--- src/rtl/ws2812_frame_scheduler.sv ---
// ws2812_frame_scheduler
// Holds a host-writable shadow of the 9 colour bytes for three WS2812 LEDs.
// Frames are requested by an explicit commit or by the periodic refresh tick.
// Each frame latches brightness-scaled colours, pulses the driver start and
// then follows the driver ready handshake, with a timeout while waiting busy.
//
// state       | meaning
// ------------+-----------------------------------------------------------
// S_IDLE      | no frame running; waits for pending request and ready driver
// S_LATCH     | scaled colours loaded into the output registers
// S_START     | start pulse issued next cycle, timeout counter cleared
// S_WAIT_BUSY | waiting for driver ready to fall (bounded by BUSY_TIMEOUT)
// S_WAIT_DONE | waiting for driver ready to rise again (frame complete)
module ws2812_frame_scheduler #(
  parameter int CLOCK_FREQUENCY = 100000000,
  parameter int REFRESH_HZ      = 30,
  parameter int BUSY_TIMEOUT    = 1024
) (
  input  logic       i_Clock,
  input  logic       i_Reset_n,
  input  logic       i_Wr,
  input  logic [3:0] i_Addr,
  input  logic [7:0] i_Data,
  input  logic       i_Commit,
  input  logic       i_Auto_Refresh,
  input  logic [7:0] i_Brightness,
  input  logic       i_Driver_Ready,
  output logic       o_Start,
  output logic [7:0] o_LED1_R,
  output logic [7:0] o_LED1_G,
  output logic [7:0] o_LED1_B,
  output logic [7:0] o_LED2_R,
  output logic [7:0] o_LED2_G,
  output logic [7:0] o_LED2_B,
  output logic [7:0] o_LED3_R,
  output logic [7:0] o_LED3_G,
  output logic [7:0] o_LED3_B,
  output logic       o_Busy,
  output logic       o_Frame_Done,
  output logic       o_Error
);

  localparam int REFRESH_PERIOD = CLOCK_FREQUENCY / REFRESH_HZ;
  localparam int REFRESH_W      = (REFRESH_PERIOD > 1) ? $clog2(REFRESH_PERIOD) : 1;
  localparam int TIMEOUT_W      = (BUSY_TIMEOUT > 1) ? $clog2(BUSY_TIMEOUT) : 1;
  localparam logic [REFRESH_W-1:0] REFRESH_LAST = REFRESH_W'(REFRESH_PERIOD - 1);
  localparam logic [TIMEOUT_W-1:0] TIMEOUT_LAST = TIMEOUT_W'(BUSY_TIMEOUT - 1);

  typedef enum logic [2:0] {
    S_IDLE,
    S_LATCH,
    S_START,
    S_WAIT_BUSY,
    S_WAIT_DONE
  } state_t;

  state_t                r_state;
  state_t                w_next_state;
  logic [7:0]            r_shadow [0:8];
  logic [7:0]            r_led    [0:8];
  logic [REFRESH_W-1:0]  r_refresh_cnt;
  logic [TIMEOUT_W-1:0]  r_timeout_cnt;
  logic                  r_pending;
  logic                  r_start;
  logic                  r_frame_done;
  logic                  r_error;
  logic                  w_tick;
  logic                  w_timeout;
  logic [8:0]            w_mult;

  assign w_tick    = (r_refresh_cnt == REFRESH_LAST);
  assign w_timeout = (r_state == S_WAIT_BUSY) && i_Driver_Ready &&
                     (r_timeout_cnt == TIMEOUT_LAST);
  assign w_mult    = {1'b0, i_Brightness} + 9'd1;

  // Top byte of colour x (brightness+1): 255 is identity, 0 is black.
  function automatic logic [7:0] f_scale(input logic [7:0] c, input logic [8:0] m);
    logic [16:0] p;
    p = 17'(c) * 17'(m);
    return p[15:8];
  endfunction

  // Host writes to the shadow copy; addresses above 8 are ignored.
  always_ff @(posedge i_Clock) begin
    if (!i_Reset_n) begin
      for (int i = 0; i < 9; i++) r_shadow[i] <= 8'd0;
    end else if (i_Wr && (i_Addr <= 4'd8)) begin
      r_shadow[i_Addr] <= i_Data;
    end
  end

  // Free-running refresh counter; wrap produces the refresh tick.
  always_ff @(posedge i_Clock) begin
    if (!i_Reset_n) begin
      r_refresh_cnt <= '0;
    end else if (w_tick) begin
      r_refresh_cnt <= '0;
    end else begin
      r_refresh_cnt <= r_refresh_cnt + 1'b1;
    end
  end

  // Request flag; a new request wins over the clear so none is lost.
  always_ff @(posedge i_Clock) begin
    if (!i_Reset_n) begin
      r_pending <= 1'b0;
    end else if (i_Commit || (w_tick && i_Auto_Refresh)) begin
      r_pending <= 1'b1;
    end else if (r_state == S_LATCH) begin
      r_pending <= 1'b0;
    end
  end

  // Busy timeout counter, restarted for every frame.
  always_ff @(posedge i_Clock) begin
    if (!i_Reset_n) begin
      r_timeout_cnt <= '0;
    end else if (r_state == S_START) begin
      r_timeout_cnt <= '0;
    end else if (r_state == S_WAIT_BUSY) begin
      r_timeout_cnt <= r_timeout_cnt + 1'b1;
    end
  end

  // State register.
  always_ff @(posedge i_Clock) begin
    if (!i_Reset_n) begin
      r_state <= S_IDLE;
    end else begin
      r_state <= w_next_state;
    end
  end

  // Next-state logic.
  always_comb begin
    w_next_state = r_state;
    case (r_state)
      S_IDLE:      if (r_pending && i_Driver_Ready) w_next_state = S_LATCH;
      S_LATCH:     w_next_state = S_START;
      S_START:     w_next_state = S_WAIT_BUSY;
      S_WAIT_BUSY: begin
        if (!i_Driver_Ready) w_next_state = S_WAIT_DONE;
        else if (w_timeout)  w_next_state = S_IDLE;
      end
      S_WAIT_DONE: if (i_Driver_Ready) w_next_state = S_IDLE;
      default:     w_next_state = S_IDLE;
    endcase
  end

  // Registered outputs: colours only change in LATCH, pulses and sticky error.
  always_ff @(posedge i_Clock) begin
    if (!i_Reset_n) begin
      for (int i = 0; i < 9; i++) r_led[i] <= 8'd0;
      r_start      <= 1'b0;
      r_frame_done <= 1'b0;
      r_error      <= 1'b0;
    end else begin
      if (r_state == S_LATCH) begin
        for (int i = 0; i < 9; i++) r_led[i] <= f_scale(r_shadow[i], w_mult);
      end
      r_start      <= (r_state == S_START);
      r_frame_done <= (r_state == S_WAIT_DONE) && i_Driver_Ready;
      if (w_timeout)     r_error <= 1'b1;
      else if (i_Commit) r_error <= 1'b0;
    end
  end

  assign o_Start      = r_start;
  assign o_Frame_Done = r_frame_done;
  assign o_Error      = r_error;
  assign o_Busy       = (r_state != S_IDLE);
  assign o_LED1_R     = r_led[0];
  assign o_LED1_G     = r_led[1];
  assign o_LED1_B     = r_led[2];
  assign o_LED2_R     = r_led[3];
  assign o_LED2_G     = r_led[4];
  assign o_LED2_B     = r_led[5];
  assign o_LED3_R     = r_led[6];
  assign o_LED3_G     = r_led[7];
  assign o_LED3_B     = r_led[8];

endmodule

--- config.mk ---
export PLATFORM = sky130hd
export DESIGN_NAME = ws2812_frame_scheduler
export DESIGN_NICKNAME = d
export VERILOG_FILES = /design/src/rtl/ws2812_frame_scheduler.sv
export SDC_FILE = /design/constraint.sdc
export NUM_CORES = 1
export LEC_CHECK = 0
export BUFFER_PORTS_ARGS = -buffer_cell sky130_fd_sc_hd__clkbuf_2
export CORE_MARGIN = 2
export CORE_UTILIZATION = 60
export DETAILED_ROUTE_END_ITERATION = 7
export GPL_ROUTABILITY_DRIVEN = 0
export PLACE_DENSITY = 0.8
export SYNTH_ARGS = -nofsm -noshare
export SYNTH_HDL_FRONTEND = slang
export SYNTH_SLANG_ARGS = --single-unit
--- constraint.sdc ---
create_clock -name i_Clock -period 13.5 [get_ports i_Clock]
set_input_delay 0 -clock i_Clock [delete_from_list [all_inputs] [get_ports i_Clock]]
set_output_delay 0 -clock i_Clock [all_outputs]
set_load 0.01 [all_outputs]
# Yosys cells after proc, flatten, opt, wreduce, memory -nomap -nowiden
# Memories as Yosys holds them, arrays and structs flattened.
# Index checks and enable logic that the tools add are counted.
[totals]
output_inout_bits = 76
reg_bits = 39
mem_count = 2
mem_bits_rw = 144
word_cells = 84
[classes]
n_bitwise = 10
add_sub_neg = 3
n_lt_le_gt_ge = 1
muxes = 28
n_reduce_logical = 15
eq_ne = 9
mul = 9
[memory_table]
columns = ["name", "depth", "width", "rd", "rd_clocked_by_memory_dff", "wr", "line_no", "text"]
rows = [
  ["r_led", 9, 8, 9, 0, 9, "60", "logic [7:0] r_led [0:8];"],
  ["r_shadow", 9, 8, 9, 0, 9, "59", "logic [7:0] r_shadow [0:8];"],
]
[ops]
columns = ["operator", "count"]
rows = [
  ["$mul 8x9->16", 9],
  ["$mux 8", 10],
  ["$add 22x1->22 const B", 1],
  ["$eq 22x22->1 const B", 1],
  ["$pmux 3 s5", 1],
  ["$mux 1", 12],
  ["$mux 3", 4],
  ["$add 10x1->10 const B", 1],
  ["$eq 10x10->1 const B", 1],
  ["$add 8x1->9 const B", 1],
  ["$or 1x1->1", 9],
  ["$reduce_or 8->1", 1],
  ["$eq 3x2->1 const B", 2],
  ["$logic_and 1x1->1", 6],
  ["$le 4x4->1 const B", 1],
  ["$mux 4", 1],
  ["$ne 2x2->1 const B", 2],
  ["$reduce_bool 2->1", 2],
  ["$reduce_or 2->1", 2],
  ["$eq 3x1->1 const B", 1],
  ["$eq 3x3->1 const B", 1],
  ["$logic_not 3->1", 1],
  ["$ne 3x3->1 const B", 1],
  ["$reduce_and 3->1", 1],
  ["3 further kinds", 3],
]

# Longest topological paths before layout
[logic_depth]
word_depth = 7
ltp_mapped = 21
ltp_nobuf = 20

# Worst setup path after synthesis
# Ideal clock, no wire load.
[synth_path]
kind = "input to register"
start = "input port i_Brightness[0]"
end = "memory r_led[0][6] (data pin)"
cell_stages = 19
arrival_time_ns = 4.829
setup_time_ns = 0.262
slack_ns = 8.410
path_cell_list = "clkbuf_1 -> nand3_1 -> xnor2_1 -> clkbuf_1 -> nand2_1 -> fa_1 -> fa_1 -> inv_1 -> fa_1 -> inv_1 -> fa_1 -> inv_1 -> ha_1 -> or4_4 -> a31oi_4 -> nor3_2 -> or3_4 -> o31ai_4 -> mux2i_1"
[synth_rtl]
columns = ["element", "line_no", "text"]
rows = [
  ["start: declaration", "26", "input logic [7:0] i_Brightness,"],
  ["end: declaration", "60", ""],
]

==> flow_summary.ini <==
[status]
run_status = complete, no violations

[timing]
worst_clk_skew_ns = 0.0139
total_negative_setup_slack_ns = 0
timing.final.ws_setup_ns = 7.38
drv_slew = 0
rsz0062_at_grt = false
clock.fmax_ghz = 0.163
worst_slew_margin_rel_pct = 24.1
min_period_ns = 6.12
finalHoldViolations = 0
worst-slew-pin-transition_ns = 1.13
timing.final.setup_violations = 0
final.period_utilization_pct = 45.3

[clocking]
cts_resized = 0
cts-buffers-inserted = 17
number_of_buffers_inserted_to_repair_setup_after_cts = 0
h_tree_depth_reported_by_cts = 4
buffer_cell_driving_the_clock_tree_root = sky130_fd_sc_hd__clkbuf_16
tritoncts = built
ctsLongestPathBuffers = 2
clk_pin_slew_worst_paths_ns = 0.08
cts.sinks = 183
insertion_delay_ns = 0.51

[route]
via_count = 18600
dr.pass1.iters = 5
vias_per_cell = 5.52
initialDrtViolationCount = 1160
drcViolationCount = 0
antenna_violating_nets_post_route = 0
wire_per_inst_um = 16.9
totalWireLength_mm = 57.0

[finish]
flow.area_growth_from_synthesis_pct = 6.68
post-route-cell-area_um2 = 27800
final_layout_size_suffix_gt1_share_pct = 6.35
final_net_count = 3451

[global_routing]
via_count_of_the_first_global_routing_pass = 20200
number_of_antenna_violations_at_the_first_check_in_global_routing = 3
grt_max_degree = 73
grt.met2_usage_pct = 47.8
grtUsageTotal_pct = 27.4
fraction_of_met1_tracks_used_by_global_routing_pct = 34.1
globalRoute.totalOverflow = 0
first_pass_grt_wire_length_mm = 97.2
grt.busiest_layer = met2
grt_util_met3_pct = 5.01

[yosys]
post_synth_most_frequent_cells = 512 x sky130_fd_sc_hd__and2_1, 470 x sky130_fd_sc_hd__inv_1, 360 x sky130_fd_sc_hd__fa_1
synth_largest_area_cell = sky130_fd_sc_hd__fa_1
synth_warnings = 0
synth.distinct_cells = 65
register_bit_total_from_synthesis = 183
synth.net_count = 3391
synthMostInstantiatedCell = sky130_fd_sc_hd__and2_1
synth_seq_area_share_pct = 19.6
synth.area.top_cells = sky130_fd_sc_hd__fa_1 28%, sky130_fd_sc_hd__edfxtp_1 17%, sky130_fd_sc_hd__ha_1 14%, sky130_fd_sc_hd__and2_1 12%, sky130_fd_sc_hd__inv_1 6.8%
synthesis.area_per_instance_um2 = 9.59
netlist.area_leader.share_pct = 27.7
synth_top_flop_cell = sky130_fd_sc_hd__edfxtp_1
post_synth_instance_area_um2 = 26000
number_of_synthesized_flops_with_an_enable_pin = 144
synthArstFlopShare_pct = 0
post_synth_inst_count = 2713

[power_and_ir_drop]
pwr_density_cell_nw_per_um2 = 131
p_leak_nw = 13.6
intPower_mw = 1.96
clkPwrFrac_pct = 13.8
p_comb_share_pct = 66.9
swShare_pct = 46.3
sequentialPowerShare_pct = 19.3
netSwitchingPower_mw = 1.69
power.ir.vdd_worst_mv = 0.136

[placement]
dp_hpwl_mm = 42.1
post-place-ws_ns = 6.90
placed_area_um2 = 27200
place.port_buffers = 101

[die]
die_height_um = 212
start_util_pct = 60.6
die_w_um = 212
rows = 76
floorplan.io_pins = 102
core_area_um2 = 43000
design.die.area_um2 = 45100

[min_path]
hold_end = r_shadow[1][3]$_SDFFCE_PN0P_
worstHoldStart = i_Data[3]
min_delay_path_depth = 2
min_path_type = in2reg

[worst_setup_path]
regToRegSetupSlack_ns = 8.67
setup.worst_path.end_class = register
worst_flop_to_flop_path_startpoint = r_shadow[0][2]$_SDFFCE_PN0P_
criticalPathCategory = in2reg
r2r_end = r_led[0][6]$_SDFFCE_PN0P_
required_worst_endpoint_ns = 13.85
worstSetupStartpointType = input port
r2r.worst_path.cells = 15
critical_path_arrival_ns = 6.46
worstPathMaxFanout = 72

[job]
timing.max_cap.violations = 0
## how the worst max path moves through the flow
stage,start,slack (ns),cells past startpoint,end
2_1_floorplan,i_Brightness[0],8.41,19,r_led[0][6]$_SDFFCE_PN0P_
3_3_place_gp,i_Brightness[0],7.07,21,r_led[0][47]$_SDFFCE_PN0P_
3_5_place_dp,i_Brightness[0],6.90,21,r_led[0][63]$_SDFFCE_PN0P_
4_1_cts,i_Brightness[0],7.42,21,r_led[0][63]$_SDFFCE_PN0P_
5_1_grt,i_Brightness[0],7.04,21,r_led[0][63]$_SDFFCE_PN0P_
6_report,i_Brightness[0],7.38,21,r_led[0][63]$_SDFFCE_PN0P_
## cells in the final DEF (no fill, tap or decap), drive strengths merged, types with 8 or more instances in the layout
master / count
and2: 512
or3: 11
a21o: 20
fa: 360
and3: 8
edfxtp: 144
nor3: 31
inv: 478
clkbuf: 121
nand2: 198
o21a: 18
a31oi: 11
o21bai: 11
ha: 292
xnor2: 71
o21ai: 30
nand2b: 25
nand3: 33
buf: 14
dfxtp: 39
nor2: 104
xor2: 49
a21oi: 56
nor2b: 48
and4: 9
## flip-flops by register name, summed over array words and instances, names as in the netlist
signal and count:
r_timeout_cnt 10, r_refresh_cnt 22, r_shadow 72, r_pending 1, o_Error 1, r_led 72
r_state 3, o_Frame_Done 1, o_Start 1
## through the flow
step | hold WS (ns) | cells | util [%] | total power, mW
floorplan | 0.0761 | 2713 | - | 2.59
global placement | 0.247 | 3336 | 63.2 | 3.03
detailed placement | 0.257 | 3336 | 63.2 | 3.13
CTS | 0.0420 | 3371 | 64.6 | 3.66
global route | 0.0705 | 3371 | 64.6 | 4.05
finish | 0.0769 | 3372 | 64.6 | 3.65
## worst max-delay path, cell delays in order
cell                       delay (ns)
sky130_fd_sc_hd__clkbuf_2        0.08
sky130_fd_sc_hd__buf_4           0.56
sky130_fd_sc_hd__ha_1            0.38
sky130_fd_sc_hd__nand3_1         0.24
sky130_fd_sc_hd__nor2_1          0.33
sky130_fd_sc_hd__xor2_4          0.16
sky130_fd_sc_hd__buf_4           0.62
sky130_fd_sc_hd__and2_1          0.25
sky130_fd_sc_hd__fa_1            0.45
sky130_fd_sc_hd__fa_1            0.51
sky130_fd_sc_hd__fa_1            0.49
sky130_fd_sc_hd__inv_1           0.05
sky130_fd_sc_hd__fa_1            0.47
sky130_fd_sc_hd__inv_1           0.04
sky130_fd_sc_hd__ha_1            0.35
sky130_fd_sc_hd__and4_1          0.23
sky130_fd_sc_hd__and2_1          0.16
sky130_fd_sc_hd__a211oi_2        0.33
sky130_fd_sc_hd__o21ai_1         0.18
sky130_fd_sc_hd__a2111o_1        0.43
sky130_fd_sc_hd__o21ai_0         0.08
## area by class of cell
type                       count  area [µm²]
timing repair buffer         118         641
clock buffer                  20         449
sequential                   183        5100
inverter                     470        1760
tap                          585         732
multi-input combinational   1983       19000
clock inverter                12         113
antenna                        1        2.50
fill                        3393       15200
## cell families after synthesis
kind of cell    Yosys count  synth area share [%]
compound gates          192                  4.99
xor+xnor                120                  4.04
fa+ha+maj               652                  41.7
buf+inv                 547                  7.91
flops                   183                  19.6
mux                       5                 0.192
simple gates           1014                  21.5
## metal layers
metal	vias to the layer above	routed length, µm
li1	8613	-
met1	9341	23500
met2	542	28600
met3	107	3410
met4	4	1430
met5	-	26
## power groups by stage
| stage | clock, mW | sequential, mW | combinational, mW |
|---|---|---|---|
| 2_1_floorplan | 0 | 0.714 | 1.87 |
| 3_3_place_gp | 0 | 0.715 | 2.31 |
| 3_5_place_dp | 0 | 0.715 | 2.42 |
| 4_1_cts | 0.513 | 0.704 | 2.45 |
| 5_1_grt | 0.533 | 0.710 | 2.81 |
| 6_report | 0.504 | 0.705 | 2.44 |
## what timing repair did
item                                    4_1_cts  5_1_grt
hold buffers                                  3        0
hold endpoints to repair                      6        0
endpoints found under the setup margin        0        0
No activity file was read; power rests on OpenSTA's default activity.
